$ cat src/rtl/ffexp_seq.sv
// ffexp_seq: iterative GF(2^m) exponentiator, MSB-first square-and-multiply
// around one shared combinational field multiplier.
module ffexp_seq #(
    parameter int DATA_WIDTH = 32
) (
    input  logic                  clk,
    input  logic                  rst_l,
    input  logic                  in_valid,
    output logic                  in_ready,
    input  logic [5:0]            polyn_grade,
    input  logic [DATA_WIDTH:0]   polyn_red_in,
    input  logic [DATA_WIDTH-1:0] base,
    input  logic [DATA_WIDTH-1:0] exp,
    input  logic                  kill,
    output logic                  out_valid,
    input  logic                  out_ready,
    output logic [DATA_WIDTH-1:0] out_data,
    output logic                  busy
);
    typedef enum logic [1:0] {IDLE, SQR, MUL, DONE} state_t;

    state_t                state_q, state_d;
    logic [DATA_WIDTH-1:0] acc_q, acc_d, base_q, base_d, exp_q, exp_d, prod;
    logic [4:0]            idx_q, idx_d;
    logic [5:0]            grade_q, grade_d;
    logic [DATA_WIDTH:0]   poly_q, poly_d;

    // Operand bits at or above the field degree are ignored.
    function automatic logic [DATA_WIDTH-1:0] ffmul(
        input logic [DATA_WIDTH-1:0] a,
        input logic [DATA_WIDTH-1:0] b,
        input logic [5:0]            m,
        input logic [DATA_WIDTH:0]   p
    );
        logic [DATA_WIDTH:0]   r;
        logic [DATA_WIDTH-1:0] mask;
        mask = (m >= 6'd32) ? '1 : ((32'd1 << m) - 32'd1);
        r = '0;
        for (int i = DATA_WIDTH - 1; i >= 0; i--) begin
            r = r << 1;
            if (r[m]) r = r ^ p;
            if (b[i] & mask[i]) r = r ^ {1'b0, a & mask};
        end
        return r[DATA_WIDTH-1:0];
    endfunction

    assign prod      = ffmul(acc_q, (state_q == MUL) ? base_q : acc_q, grade_q, poly_q);
    assign in_ready  = (state_q == IDLE) & rst_l;
    assign out_valid = (state_q == DONE);
    assign out_data  = (state_q == DONE) ? acc_q : '0;
    assign busy      = (state_q == SQR) | (state_q == MUL);

    always_ff @(posedge clk) begin
        if (!rst_l) begin
            state_q <= IDLE;
            acc_q   <= '0;
            idx_q   <= '0;
            grade_q <= '0;
            poly_q  <= '0;
            base_q  <= '0;
            exp_q   <= '0;
        end else begin
            state_q <= state_d;
            acc_q   <= acc_d;
            idx_q   <= idx_d;
            grade_q <= grade_d;
            poly_q  <= poly_d;
            base_q  <= base_d;
            exp_q   <= exp_d;
        end
    end

    always_comb begin
        state_d = state_q;
        acc_d   = acc_q;
        idx_d   = idx_q;
        grade_d = grade_q;
        poly_d  = poly_q;
        base_d  = base_q;
        exp_d   = exp_q;
        case (state_q)
            IDLE: if (in_valid) begin
                grade_d = polyn_grade;
                poly_d  = polyn_red_in;
                base_d  = base;
                exp_d   = exp;
                acc_d   = 32'd1;
                idx_d   = 5'd31;
                state_d = SQR;
            end
            SQR: begin
                acc_d = prod;
                if (exp_q[idx_q]) state_d = MUL;
                else if (idx_q == 5'd0) state_d = DONE;
                else idx_d = idx_q - 5'd1;
            end
            MUL: begin
                acc_d = prod;
                if (idx_q == 5'd0) state_d = DONE;
                else begin
                    idx_d   = idx_q - 5'd1;
                    state_d = SQR;
                end
            end
            DONE: if (out_ready) state_d = IDLE;
        endcase
        // Abort wins over accept and over result hand-off.
        if (kill) begin
            state_d = IDLE;
            acc_d   = '0;
        end
    end
endmodule
$ cat config.mk
export PLATFORM = sky130hd
export DESIGN_NAME = ffexp_seq
export DESIGN_NICKNAME = d
export VERILOG_FILES = /design/src/rtl/ffexp_seq.sv
export SDC_FILE = /design/constraint.sdc
export NUM_CORES = 2
export LEC_CHECK = 0
export BUFFER_PORTS_ARGS = -buffer_cell sky130_fd_sc_hd__buf_2
export CAP_MARGIN = 5
export CORE_MARGIN = 2
export CORE_UTILIZATION = 50
export DETAILED_ROUTE_END_ITERATION = 8
export PLACE_DENSITY = 0.66
export SLEW_MARGIN = 20
export SYNTH_ARGS = -nofsm -noshare
export SYNTH_HDL_FRONTEND = slang
export SYNTH_SLANG_ARGS = --single-unit
$ cat constraint.sdc
create_clock -name clk -period 74.2 [get_ports clk]
set_input_delay 7.42 -clock clk [delete_from_list [all_inputs] [get_ports clk]]
set_output_delay 7.42 -clock clk [all_outputs]
set_load 0.05 [all_outputs]
==> impl_metrics.yaml <==
critical_path:
  path_common_cell: "buf_4"
  start_kind: "flip-flop"
  worstPathMaxFanout: 39
  critPathArrivalTime_ps: 54290
  required_ps: 74490
  worstSetupEndpointType: "flip-flop"
  slowest_delay_ps: 950
  critPathSlowestCell: "a2111oi_2"
  path_class: "reg2reg"
global_route:
  grt_pass1_vias: 49000
  grt_pass1_wl_um: 340000
  grt_max_degree: 106
  grt_overflow_total: 0
  antenna_found_initial: 20
  grt_usage: 0.458
floorplan:
  core_mm2: 0.0967
  dieArea_mm2: 0.100
  die_width_um: 317
  start_util: 0.505
  rows: 114
  die_h_um: 317
  ios: 143
placed_design:
  place.gp.congestion: 1.08
  numPortBuffers: 141
  placedCellCount: 8083
  pre_cts_ws_ps: 22300
  hpwl_um: 164000
  place_area_mm2: 0.0484
detailed_routing:
  first_pass_iters: 9
  wl_met1_um: 85600
  vias_per_cell: 6.66
  dr_total_vias: 54100
  met2WireLength_um: 90800
  wl_per_cell_um: 29.4
  wl_met3_um: 40000
  post-route-drc-count: 11
  top_layer: "met5"
  first_iter_violations: 8924
  ant_nets: 0
  routed_wl_um: 239000
pwr:
  p_total_mw: 0.900
  vdd_drop_max_mv: 0.0218
  p_per_area_mw_per_mm2: 18.3
  p_leak_nw: 14.5
layout:
  stdcell_count: 8123
  nets: 6941
  syn_to_final_growth_pct: 0.407
  layout_commonest_cell: "xnor2_1"
  design_area_mm2: 0.0490
  drive_gt1_frac: 0.120
  nFillCells: 9704
  final_cell_mix: "xnor2_1, nor2_1, nand2_1"
  final_core_util: 0.507
synth:
  synth_area_mm2: 0.0488
  synth_area_per_cell_um2: 6.91
  yosysSeqAreaShare: 0.0578
  synth-edff-count: 0
  synth_top_family_by_area: "XOR/XNOR gates"
  synth_fp_nets: 7181
  yosys.area_share.simple: 0.291
  synth-compound-area-share: 0.171
  synthAdderAreaFrac: 0.00179
  synth_cells: 7066
  ys_types: 172
  synthArstFlopShare: 0
  yosys-mux-area-fraction: 0.0203
  ys_ff_latch: 141
  yosys.area_share.xor_xnor: 0.353
  yosys_most_used_dff: "dfxtp_1"
  ys_warn_count: 0
sta:
  skew_ps: 16.6
  max_freq_ghz: 0.0185
  slew_headroom: 0.146
  holdWs_ps: 455
  hold_viol: 0
  setup_viol: 0
  maxSlewViolCount: 0
  max_slew.worst_pin.slew_ps: 1280
  period_needed_ps: 54000
  layout_setup_ws_ps: 20200
  fin_crit_sh: 0.728
  finalSetupTns_ps: 0
  rsz0062_at_grt: "false"
clock_network:
  post_cts_buffers: 0
  tritoncts: "yes"
  post_cts_resized: 0
  insertion_delay_ps: 450
  cts_hold_buf: 0
  cts.path.max_buffers: 2
  cts_sinks: 141
  cts-buffers-inserted: 17
  path_clk_slew_ps: 70
  cts-htree-levels: 4
  root_buffer: "clkbuf_16"
run_status:
  status: "finished with violations"
  violations: "design-rule violations"
min_path:
  hold_path_class: "reg2reg"
flow_run:
  maxCapViolations: 0
==> path summary, 6_finish.rpt <==
| check | end | slack, ps | from | cells past startpoint |
|---|---|---|---|---|
| worst max-delay path | acc_q[25] | 20200 | grade_q[3] | 154 |
| worst max register to register | acc_q[25] | 20200 | grade_q[3] | 154 |
| worst min register to register | exp_q[31] | 450 | exp_q[31] | 2 |
| worst min-delay path | exp_q[31] | 450 | exp_q[31] | 2 |
==> cells in the mapped netlist, drive strengths merged (117+ instances only) <==
master	instances	area, um2
xor2	319	2800
nand3	163	831
a21oi	296	1520
nor2	1122	4250
dfxtp	141	2820
o21ai	226	1140
nor4	117	987
nand2	1075	4080
clkbuf	251	1320
nor3	211	1430
buf	367	3360
xnor2	1588	14000
==> layer usage <==
| metal | track usage | up-vias |
|---|---|---|
| li1 | - | 23200 |
| met1 | 0.574 | 24900 |
| met2 | 0.630 | 4746 |
| met3 | 0.176 | 1195 |
| met4 | 0.340 | 19 |
| met5 | 0.0114 | - |
==> power breakdown <==
| group | total, mW | switching [mW] | internal (mW) |
|---|---|---|---|
| clock | 0.0890 | 0.0405 | 0.0485 |
| combinational | 0.721 | 0.449 | 0.272 |
| sequential | 0.0899 | 0.00968 | 0.0803 |
==> logic make-up after synthesis <==
kind of cell / Yosys count
AO/OA/AOI/OAI: 1139
XOR/XNOR: 1927
buffers and inverters: 703
flip-flops: 141
AND/OR/NAND/NOR: 3069
multiplexers: 80
adder cells (fa/ha/maj): 7
==> flip-flops by register name, indices dropped and copies added (netlist names) <==
name / cells
base_q: 32
idx_q: 5
poly_q: 32
grade_q: 6
exp_q: 32
acc_q: 32
state_q: 2
==> critical path: cells and delay by family, from the launching register on <==
family	cells	cell delay [ps]
buffers and inverters	20	6120
XOR/XNOR	9	2940
flip-flops	1	350
AO/OA/AOI/OAI	75	27010
AND/OR/NAND/NOR	48	16430
adder cells (fa/ha/maj)	1	510
multiplexers	1	210
==> layout make-up <==
| type | count | area, um2 | share of cell area |
|---|---|---|---|
| timing repair buffer | 375 | 2470 | 0.0505 |
| multi-input combinational | 6222 | 41200 | 0.840 |
| clock inverter | 15 | 190 | 0.00388 |
| tap | 1276 | 1600 | 0.0326 |
| antenna | 8 | 20.0 | 0.000408 |
| sequential | 141 | 2850 | 0.0582 |
| inverter | 69 | 264 | 0.00538 |
| clock buffer | 17 | 425 | 0.00868 |
(Power assumes the default switching activity.)
